<file path="src/rtl/opnd_fetch_seq_pkg.sv">
// opnd_fetch_seq_pkg: operand-form encodings, sequencer states and fault codes
// shared by the operand fetch sequencer and its bench.
package opnd_fetch_seq_pkg;

    localparam logic [3:0] OPND_ENC_NONE                = 4'd0;
    localparam logic [3:0] OPND_ENC_IMM                 = 4'd1;
    localparam logic [3:0] OPND_ENC_REG                 = 4'd2;
    localparam logic [3:0] OPND_ENC_REG_IMM             = 4'd3;
    localparam logic [3:0] OPND_ENC_MODREGRM_RM_REG     = 4'd4;
    localparam logic [3:0] OPND_ENC_MODREGRM_RM_IMM     = 4'd5;
    localparam logic [3:0] OPND_ENC_MODREGRM_REG_RM     = 4'd6;
    localparam logic [3:0] OPND_ENC_MODREGRM_REG_RM_IMM = 4'd7;

    localparam logic [1:0] OPND_FAULT_NONE    = 2'd0;
    localparam logic [1:0] OPND_FAULT_MEM_ERR = 2'd1;
    localparam logic [1:0] OPND_FAULT_TIMEOUT = 2'd2;

    typedef enum logic [2:0] {
        SEQ_IDLE     = 3'd0,
        SEQ_MEM_REQ  = 3'd1,
        SEQ_MEM_WAIT = 3'd2,
        SEQ_DRAIN    = 3'd3,
        SEQ_OUT      = 3'd4
    } seq_e;

    function automatic logic is_rm_form(input logic [3:0] form);
        return form inside {OPND_ENC_MODREGRM_RM_REG, OPND_ENC_MODREGRM_RM_IMM,
                            OPND_ENC_MODREGRM_REG_RM, OPND_ENC_MODREGRM_REG_RM_IMM};
    endfunction

    // r/m operand lives in slot 1 for the reg,r/m forms, slot 0 otherwise
    function automatic logic rm_slot_of(input logic [3:0] form);
        return form == OPND_ENC_MODREGRM_REG_RM || form == OPND_ENC_MODREGRM_REG_RM_IMM;
    endfunction

endpackage

</file>
<file path="src/rtl/opnd_fetch_seq_mask.sv">
// opnd_width_mask: zero-extends load data to the operand width; 8-bit beats 16-bit.
module opnd_width_mask (
    input  logic [31:0] data,
    input  logic        reg_1byte,
    input  logic        prefix_operand_16bit,
    output logic [31:0] masked
);
    assign masked = reg_1byte ? {24'd0, data[7:0]} :
                    prefix_operand_16bit ? {16'd0, data[15:0]} : data;
endmodule

</file>
<file path="src/rtl/opnd_fetch_seq.sv">
// opnd_fetch_seq: sequences operand fetch for one decoded instruction, issuing a single
// load for memory r/m operands and handing the final operand bundle to execute.
module opnd_fetch_seq
    import opnd_fetch_seq_pkg::*;
#(
    parameter int TIMEOUT_CYCLES = 255,
    parameter int CNT_W          = 8
) (
    input  logic        clk,
    input  logic        rst_n,
    input  logic        flush,
    input  logic        in_valid,
    output logic        in_ready,
    input  logic [3:0]  opnd_form,
    input  logic [7:0]  modrm,
    input  logic [31:0] mem_addr,
    input  logic [31:0] opnd0_in,
    input  logic [31:0] opnd1_in,
    input  logic [31:0] opnd2_in,
    input  logic        reg_1byte,
    input  logic        prefix_operand_16bit,
    output logic        mem_req_valid,
    input  logic        mem_req_ready,
    output logic [31:0] mem_req_addr,
    input  logic        mem_rsp_valid,
    input  logic [31:0] mem_rsp_data,
    input  logic        mem_rsp_err,
    output logic        out_valid,
    input  logic        out_ready,
    output logic [31:0] opnd0_out,
    output logic [31:0] opnd1_out,
    output logic [31:0] opnd2_out,
    output logic        fault,
    output logic [1:0]  fault_code
);
    seq_e             state;
    logic             rm_slot;
    logic             byte_w;
    logic             half_w;
    logic             drain_flush;
    logic [CNT_W-1:0] cnt;
    logic [31:0]      rsp_masked;
    logic             is_mem;

    assign is_mem        = is_rm_form(opnd_form) && modrm[7:6] != 2'b11;
    assign in_ready      = state == SEQ_IDLE;
    assign mem_req_valid = state == SEQ_MEM_REQ;
    assign out_valid     = state == SEQ_OUT;
    assign fault         = fault_code != OPND_FAULT_NONE;

    opnd_width_mask u_mask (
        .data                 (mem_rsp_data),
        .reg_1byte            (byte_w),
        .prefix_operand_16bit (half_w),
        .masked               (rsp_masked)
    );

    always_ff @(posedge clk or negedge rst_n) begin
        if (!rst_n) begin
            state        <= SEQ_IDLE;
            opnd0_out    <= '0;
            opnd1_out    <= '0;
            opnd2_out    <= '0;
            mem_req_addr <= '0;
            cnt          <= '0;
            rm_slot      <= 1'b0;
            byte_w       <= 1'b0;
            half_w       <= 1'b0;
            drain_flush  <= 1'b0;
            fault_code   <= OPND_FAULT_NONE;
        end else begin
            case (state)
                SEQ_IDLE: if (in_valid) begin
                    opnd0_out    <= opnd0_in;
                    opnd1_out    <= opnd1_in;
                    opnd2_out    <= opnd2_in;
                    mem_req_addr <= mem_addr;
                    rm_slot      <= rm_slot_of(opnd_form);
                    byte_w       <= reg_1byte;
                    half_w       <= prefix_operand_16bit;
                    state        <= is_mem ? SEQ_MEM_REQ : SEQ_OUT;
                end
                SEQ_MEM_REQ: if (flush) begin
                    // an accepted request still owes a response, so it must be drained
                    state       <= mem_req_ready ? SEQ_DRAIN : SEQ_IDLE;
                    drain_flush <= 1'b1;
                end else if (mem_req_ready) begin
                    state <= SEQ_MEM_WAIT;
                    cnt   <= '0;
                end
                SEQ_MEM_WAIT: if (flush) begin
                    state       <= mem_rsp_valid ? SEQ_IDLE : SEQ_DRAIN;
                    drain_flush <= 1'b1;
                end else if (mem_rsp_valid) begin
                    state <= SEQ_OUT;
                    if (mem_rsp_err) fault_code <= OPND_FAULT_MEM_ERR;
                    else if (rm_slot) opnd1_out <= rsp_masked;
                    else opnd0_out <= rsp_masked;
                end else if (cnt == CNT_W'(TIMEOUT_CYCLES)) begin
                    state       <= SEQ_DRAIN;
                    drain_flush <= 1'b0;
                end else begin
                    cnt <= cnt + 1'b1;
                end
                SEQ_DRAIN: if (drain_flush) begin
                    if (mem_rsp_valid) state <= SEQ_IDLE;
                end else if (flush) begin
                    state <= SEQ_IDLE;
                end else begin
                    state      <= SEQ_OUT;
                    fault_code <= OPND_FAULT_TIMEOUT;
                end
                SEQ_OUT: if (flush || out_ready) begin
                    state      <= SEQ_IDLE;
                    fault_code <= OPND_FAULT_NONE;
                end
                default: state <= SEQ_IDLE;
            endcase
        end
    end

endmodule
</file>
<file path="config.mk">
export PLATFORM = sky130hd
export DESIGN_NAME = opnd_fetch_seq
export DESIGN_NICKNAME = d
export VERILOG_FILES = /design/src/rtl/opnd_fetch_seq_pkg.sv /design/src/rtl/opnd_fetch_seq_mask.sv /design/src/rtl/opnd_fetch_seq.sv
export SDC_FILE = /design/constraint.sdc
export NUM_CORES = 1
export LEC_CHECK = 0
export CORE_ASPECT_RATIO = 1.75
export CORE_UTILIZATION = 40
export CTS_CLUSTER_SIZE = 28
export DETAILED_ROUTE_END_ITERATION = 8
export GPL_TIMING_DRIVEN = 0
export PLACE_DENSITY = 0.8
export SLEW_MARGIN = 20
export SYNTH_ARGS = -nofsm -noshare
export SYNTH_HDL_FRONTEND = slang
export SYNTH_SLANG_ARGS = --single-unit
</file>
<file path="constraint.sdc">
create_clock -name clk -period 2.28 [get_ports clk]
set_input_delay 0.456 -clock clk [delete_from_list [all_inputs] [get_ports clk]]
set_output_delay 0.456 -clock clk [all_outputs]
set_load 0.03 [all_outputs]
</file>
### Word level (Yosys, flattened, before mapping)

Cells that the tools add are included.

| cells by class | value |
|---|---|
| reduce and logical (&&, ||, !) cells | 16 |
| equality and inequality tests | 30 |
| mux-type cells | 46 |
| add/subtract/negate cells | 1 |

Operator list:

| kind | number |
|---|---|
| $mux 32 | 12 |
| $pmux 32 s2 | 2 |
| $mux 8 | 5 |
| $mux 3 | 11 |
| $ne 2x2->1 const B | 14 |
| $reduce_and 6->1 | 3 |
| $eq 4x3->1 const B | 4 |
| $mux 2 | 8 |
| $pmux 8 s2 | 1 |
| $pmux 3 s5 | 1 |
| $ne 3x3->1 const B | 3 |
| $add 8x1->8 const B | 1 |
| $eq 8x8->1 const B | 1 |
| $reduce_and 7->1 | 1 |
| $eq 3x2->1 const B | 2 |
| $pmux 2 s3 | 1 |
| $reduce_bool 2->1 | 3 |
| $reduce_and 5->1 | 1 |
| $mux 1 | 4 |
| $ne 2x1->1 const B | 2 |
| $ne 4x4->1 const B | 1 |
| $reduce_and 4->1 | 1 |
| $reduce_bool 4->1 | 1 |
| $eq 3x1->1 const B | 1 |
| 8 further kinds | 9 |

| word-level totals | value |
|---|---|
| input port bits | 182 |
| logic and storage cells | 104 |
| register bits | 145 |
| output and inout bits | 134 |

### Depth between registers and ports, before layout

| depth | value |
|---|---|
| depth after elaboration | 7 |
| mapped depth | 8 |
| gate-level depth less buffers | 5 |

### Modules after synthesis

Synthesis repeated with hierarchy kept, for this count alone.

| second synthesis, totals | value |
|---|---|
| cell total of the unflattened synthesis | 603 |
| area, all modules | 6,585.1 µm² |

Modules (own cells, without submodules):

| module | instances | seq. area each (µm²) | area an instance (µm²) | cells each |
|---|---|---|---|---|
| opnd_fetch_seq | 1 | 3,628.5 | 6,227.2 | 567 |
| opnd_width_mask | 1 | 0.0 | 357.8 | 36 |

### Worst setup path after synthesis

No wires, ideal clock.

| timing path | value |
|---|---|
| path kind | flip-flop to flip-flop |
| start point | reg state[1] |
| end point | reg mem_req_addr[0] |
| required time | 2,155 ps |
| arrival time | 2,255 ps |
| buffers on the path | 4 |
| period minus slack after synthesis | 2,380 ps |
| setup slack | -100 ps |
| library setup time | 125 ps |
| cell stages (with the launch flop) | 8 |
| path through | dfrtp_1 -> buf_2 -> nor3_1 -> and2_1 -> buf_2 -> buf_4 -> buf_4 -> mux2_2 |

| on the way | value |
|---|---|
| word-level cells in the longest chain between the ends | 2 |

Ends and longest elaborated chain:

| element | line | text |
|---|---|---|
| start: declaration | opnd_fetch_seq.sv:36 | `seq_e state;` |
| start signal: assignment | opnd_fetch_seq.sv:81 | `state <= is_mem ? SEQ_MEM_REQ : SEQ_OUT;` |
| start signal: assignment | opnd_fetch_seq.sv:85 | `state <= mem_req_ready ? SEQ_DRAIN : SEQ_IDLE;` |
| start signal: assignment | opnd_fetch_seq.sv:92 | `state <= mem_rsp_valid ? SEQ_IDLE : SEQ_DRAIN;` |
| $logic_not 3->1 | n/a |  |
| net in_ready | opnd_fetch_seq.sv:13 | `output logic in_ready,` |
| $reduce_and 2->1 (no source line) | n/a |  |
| end signal: assignment | opnd_fetch_seq.sv:77 | `mem_req_addr <= mem_addr;` |
| end: declaration | opnd_fetch_seq.sv:24 | `output logic [31:0] mem_req_addr,` |

The timed path passes the listed nets, and every way through them passes these cells.
A chain may end at the register's enable or synchronous reset.

### Worst setup path in the final report

| timing path | value |
|---|---|
| start point | in mem_rsp_valid |
| end point | reg opnd1_out[20] |

| on the way | value |
|---|---|
| word-level cells in the longest chain between the ends | 2 |

Ends and longest elaborated chain:

| element | line | text |
|---|---|---|
| start: declaration | opnd_fetch_seq.sv:25 | `input logic mem_rsp_valid,` |
| $ne 2x2->1 (no source line) | n/a |  |
| $reduce_and 6->1 (no source line) | n/a |  |
| end signal: assignment | opnd_fetch_seq.sv:75 | `opnd1_out <= opnd1_in;` |
| end signal: assignment | opnd_fetch_seq.sv:97 | `else if (rm_slot) opnd1_out <= rsp_masked;` |
| end: declaration | opnd_fetch_seq.sv:31 | `output logic [31:0] opnd1_out,` |

Every way passes these cells.

==> results by stage <==
Status:
- The run finished with clean final reports.

Global routing:
- The global-route wire length before repair is 30.6 mm.
- Across every metal layer, demand over resource in global routing totals 0.253.
- The initial antenna violation count came to 1.
- The via count of the first global-routing pass is roughly 5.8k.
- Summed over all layers, the global routing overflow is 0.
- Entering global routing, the biggest net connects 85 pins.

Timing:
- Setup violations remaining at the end of the flow were counted as 0.
- The time the final worst path needs with I/O delays and setup is around 2.2 ns.
- The final period utilization is 0.967.
- The number of pins exceeding their max-slew limit in the final report is 0.
- Setup repair after global routing left no endpoint under its margin.
- In this run the tightest slew margin relative to its limit is 0.407.
- The final total negative setup slack is 0 ns.
- Clock skew on the completed layout was measured at 0.0116 ns.
- Static timing analysis puts the maximum clock frequency at around 450 MHz.
- The measured slew at the worst slew-check pin is 0.882 ns.
- The final number of hold-violating endpoints is 0.
- The post-layout worst setup margin is 0.0760 ns.

Cells and area:
- The area growth from synthesis to layout is 63.2%.
- The final design utilization is 0.667.
- The net count of the finished layout is ~1.1k.
- In the final layout, the share of cells above drive strength 1 is 0.161.

Synth:
- In the synthesized netlist, the number of instances is roughly 550.
- In this run, distinct cell masters in the synthesized netlist total 43.
- The largest family of logic cells by synthesized area is compound AO/OA/AOI/OAI gates.
- The xor-xnor portion of the synthesized cell area is 0.
- The fraction of the mapped netlist area in simple logic gates is 0.101.
- Measured against the total synthesized area, the mux share comes to 0.135.
- The count of warnings emitted by yosys is 0.
- Of the total synthesized cell area, the portion taken by full adders, half adders and majority gates is 0.00200.
- The total of flip-flops plus latches after synthesis is 145.
- After synthesis the cells add up to approximately 0.0063 mm².
- The sequential area share after synthesis is 0.580.
- The post-synthesis compound-gate area fraction is 0.145.
- The number of nets in the synthesized netlist is around 730.
- After synthesis, the mean cell area works out to 11.4 µm².

Clock network:
- Clock tree synthesis selected as its root buffer the cell sky130_fd_sc_hd__clkbuf_16.
- The TritonCTS clock tree is yes.
- After clock tree synthesis, the clock-pin slew on the worst setup and hold paths is 0.06 ns.
- The H-tree depth reported by CTS is 4.
- The number of sinks on the clock net is ~150.
- Buffers added to address setup during post-CTS repair amount to 0.
- The deepest clock path buffer count is 2.
- At the later pin of the worst-skew pair, clock insertion delay measures roughly 0.41 ns.
- The number of buffers inserted during clock tree synthesis is 17.

Setup path:
- Data on the critical path is required at its endpoint by 2.54 ns.
- The worst setup path is of the primary input to flop kind.
- Data arrives at the worst endpoint at about 2.5 ns.
- The critical-path maximum fanout is 10.
- The kind of launch point of the worst setup path is a primary input.
- The source of the worst register-to-register timing path is state[2]$_DFFE_PN0P_.
- The register-to-register setup slack is ~0.10 ns.
- The cell count of the worst reg-to-reg path is 7.
- In this run the critical register-to-register path is captured at opnd1_out[19]$_DFFE_PN0P_.
- STA classifies the critical path endpoint as a flop.

Pwr:
- The clock share of power is 0.185.
- The relative contribution of combinational cells to total power is 0.520.
- The design draws ~15 mW.
- Of the total power, the share spent switching nets is 0.419.
- For this design the ratio of total power to cell area is about 1500 mW/mm².
- The maximum VDD drop is ~1000 µV.
- The static leakage is between 4 and 5 nW.
- Cell internal power was estimated by the tool at 8.81 mW.
- Of the total power, registers draw 0.295.
- For this design the total switching power over the nets is approximately 6.3 mW.

Placed design:
- The placement-stage worst setup slack is -0.365 ns.
- The quantity of I/O buffers inserted on ports is 308.
- The congestion estimate from routability-driven global placement came to 0.859.
- The sum of net half-perimeters after detailed placement is between 15 and 20 mm.

Route:
- The count of routing violations after the opening detailed-route iteration is ~220.
- The highest metal layer used by the detailed router is met4.
- The per-cell routed wire length is 19.0 µm.
- The number of vias after detailed routing is 5694.
- The wire length on met1 is 7.07 mm.
- After detailed routing, the number of remaining DRC violations is 0.
- After detailed routing, the total wire length is between 20 and 25 mm.
- The remaining number of nets flagged by the antenna check after routing is 0.
- The number of vias per cell is ~5.3.
- The first-pass iteration count of the detailed router is 5.
- In the detailed route, the total length drawn on met3 is between 1.5 and 2 mm.
- The length of routed met2 wiring is approximately 11 mm.

Job:
- The number of max-cap violations is 0.

Floorplanning:
- During I/O placement, the number of pins put on the boundary was roughly 320.
- The floorplan step defined a die boundary enclosing roughly 0.016 mm².
- The area of the core is approximately 0.015 mm².
- The effective utilization at floorplan is 0.408.
- From bottom edge to top edge, the die measures ~170 µm.
- The die extent in x is just under 100 µm.
- In this run the core area contains 60 standard-cell rows.

Worst hold path:
- The startpoint of the lowest-slack hold path is cnt[6]$_DFFE_PN0P_.
- The worst hold endpoint is cnt[6]$_DFFE_PN0P_.
- The path category of the worst min-delay check is flop to flop.
- The count of cells along the worst hold path is 1.
synth_stat cells:
cell type                   count  area, µm²
sky130_fd_sc_hd__buf_4         11       82.6
sky130_fd_sc_hd__or4_1          1       7.51
sky130_fd_sc_hd__nand4_1        1       6.26
sky130_fd_sc_hd__a41oi_1        2       17.5
sky130_fd_sc_hd__ha_1           1       12.5
sky130_fd_sc_hd__a32oi_1        1       8.76
sky130_fd_sc_hd__nor2_1        46        173
sky130_fd_sc_hd__or4_4          1       11.3
sky130_fd_sc_hd__a31oi_1       12       75.1
sky130_fd_sc_hd__or2_2          2       12.5
sky130_fd_sc_hd__a21oi_1       30        150
sky130_fd_sc_hd__a22oi_1       49        368
sky130_fd_sc_hd__clkbuf_1       9       33.8
sky130_fd_sc_hd__nand2b_4       1       13.8
sky130_fd_sc_hd__and3b_1        1       8.76
sky130_fd_sc_hd__nand3b_1       1       7.51
sky130_fd_sc_hd__or3b_1         1       8.76
sky130_fd_sc_hd__or3b_2         1       8.76
sky130_fd_sc_hd__nor2b_1        5       31.3
sky130_fd_sc_hd__nor4_1         3       18.8
sky130_fd_sc_hd__o2bb2ai_1      2       17.5
sky130_fd_sc_hd__nand2_1       60        225
sky130_fd_sc_hd__nor2_4         1       11.3
sky130_fd_sc_hd__buf_1          3       11.3
sky130_fd_sc_hd__o21ai_1       15       75.1
sky130_fd_sc_hd__o31ai_1        1       7.51
sky130_fd_sc_hd__o221a_2        1       11.3
sky130_fd_sc_hd__o21a_1         2       15.0
sky130_fd_sc_hd__buf_2         17       85.1
sky130_fd_sc_hd__inv_1          6       22.5
sky130_fd_sc_hd__and2_1         1       6.26
sky130_fd_sc_hd__o221ai_4       1       26.3
sky130_fd_sc_hd__nor3_1         4       20.0
sky130_fd_sc_hd__dfrtp_1      145       3630
sky130_fd_sc_hd__or3_1          2       12.5
sky130_fd_sc_hd__a22o_1         1       8.76
sky130_fd_sc_hd__o21ba_2        1       10.0
sky130_fd_sc_hd__o21ai_0       22        110
sky130_fd_sc_hd__mux2_2        66        743
sky130_fd_sc_hd__mux2i_1       10        100
sky130_fd_sc_hd__nand3_1        6       30.0
sky130_fd_sc_hd__o22ai_1        1       6.26
sky130_fd_sc_hd__nor3_4         1       16.3
power groups by stage:
stage	Sequential [mW]	Clock (mW)	Combinational [mW]
after floorplan	6.72	0	2.18
after global placement	4.44	0	7.83
after detailed placement	4.50	0	7.93
after CTS	4.47	2.85	7.94
after global routing	4.63	2.95	8.31
final	4.46	2.80	7.88
critical path, stage by stage:
cell and delay (ns):
sky130_fd_sc_hd__clkdlybuf4s50_1 0.64, sky130_fd_sc_hd__and3b_1 0.29, sky130_fd_sc_hd__o221a_2 0.20, sky130_fd_sc_hd__buf_2 0.25, sky130_fd_sc_hd__clkbuf_1 0.48, sky130_fd_sc_hd__a21oi_1 0.13
state kept, by name, indices dropped and copies added, names as in the netlist:
name          cells
mem_req_addr     32
cnt               8
fault_code        2
opnd2_out        32
opnd0_out        32
rm_slot           1
state             3
half_w            1
opnd1_out        32
drain_flush       1
byte_w            1
kinds of logic after synthesis:
family / after synthesis
AOI/OAI and AO/OA: 141
adders and majority gates: 1
buffers and inverters: 46
DFF: 145
muxes: 76
and+or+nand+nor: 139
cell type report:
cell class              instances  area, µm²
clock buffers                  19        453
well taps                     186        233
repair buffers                310       3110
diodes                          1       2.50
flip-flops and latches        145       3630
multi-input cells             357       2400
plain buffers                  39        211
inverters                       6       22.5
clock inverters                13        145
fillers                      1225       5110
layout by cell type, fill, tap and decap left out, drive strengths merged, types with 2 or more instances in the layout:
cell	synthesis	routed
or3	2	2
a31oi	12	12
clkinvlp	0	2
nor4	3	3
mux2i	10	10
clkdlybuf4s50	0	304
or2	2	2
o21ai	37	37
buf	31	33
a41oi	2	2
dfrtp	145	145
o2bb2ai	2	2
clkinv	0	5
or3b	2	2
a21oi	30	30
or4	2	2
nor3	5	5
nand2	60	60
nor2b	5	5
mux2	66	66
nor2	47	47
clkbuf	9	29
a22oi	49	49
nand3	6	6
o21a	2	2
inv	6	11
per-layer routing:
| metal | vias up | global-route usage |
|---|---|---|
| li1 | 2623 | - |
| met1 | 2758 | 0.262 |
| met2 | 274 | 0.464 |
| met3 | 39 | 0.0622 |
| met4 | 0 | 0.108 |
| met5 | - | 0 |
worst max-delay path by stage:
stage | from | to
3_3_place_gp | rst_n | mem_req_addr[0]$_DFFE_PN0P_
3_5_place_dp | mem_rsp_valid | opnd1_out[5]$_DFFE_PN0P_
4_1_cts | state[0]$_DFFE_PN0P_ | out_valid
5_1_grt | mem_rsp_valid | opnd1_out[20]$_DFFE_PN0P_
6_report | mem_rsp_valid | opnd1_out[20]$_DFFE_PN0P_
2_1_floorplan | state[1]$_DFFE_PN0P_ | mem_req_addr[0]$_DFFE_PN0P_
what timing repair did:
action                                  in CTS  in global routing
resized for setup                            8                  4
endpoints found under the setup margin       3                 18
endpoints found under the hold margin        5                  0
hold buffers                                 1                  0
metrics by stage:
| stage | cell area, µm² | std cells | hold WS, ns |
|---|---|---|---|
| 2_1_floorplan | 6260 | 548 | 0.160 |
| 5_1_grt | 10200 | 1076 | 0.502 |
| 6_report | 10200 | 1076 | 0.476 |
| 4_1_cts | 10200 | 1075 | 0.484 |
| 3_5_place_dp | 9610 | 1043 | 0.426 |
| 3_3_place_gp | 9580 | 1042 | 0.461 |
(Power assumes the default switching activity.)
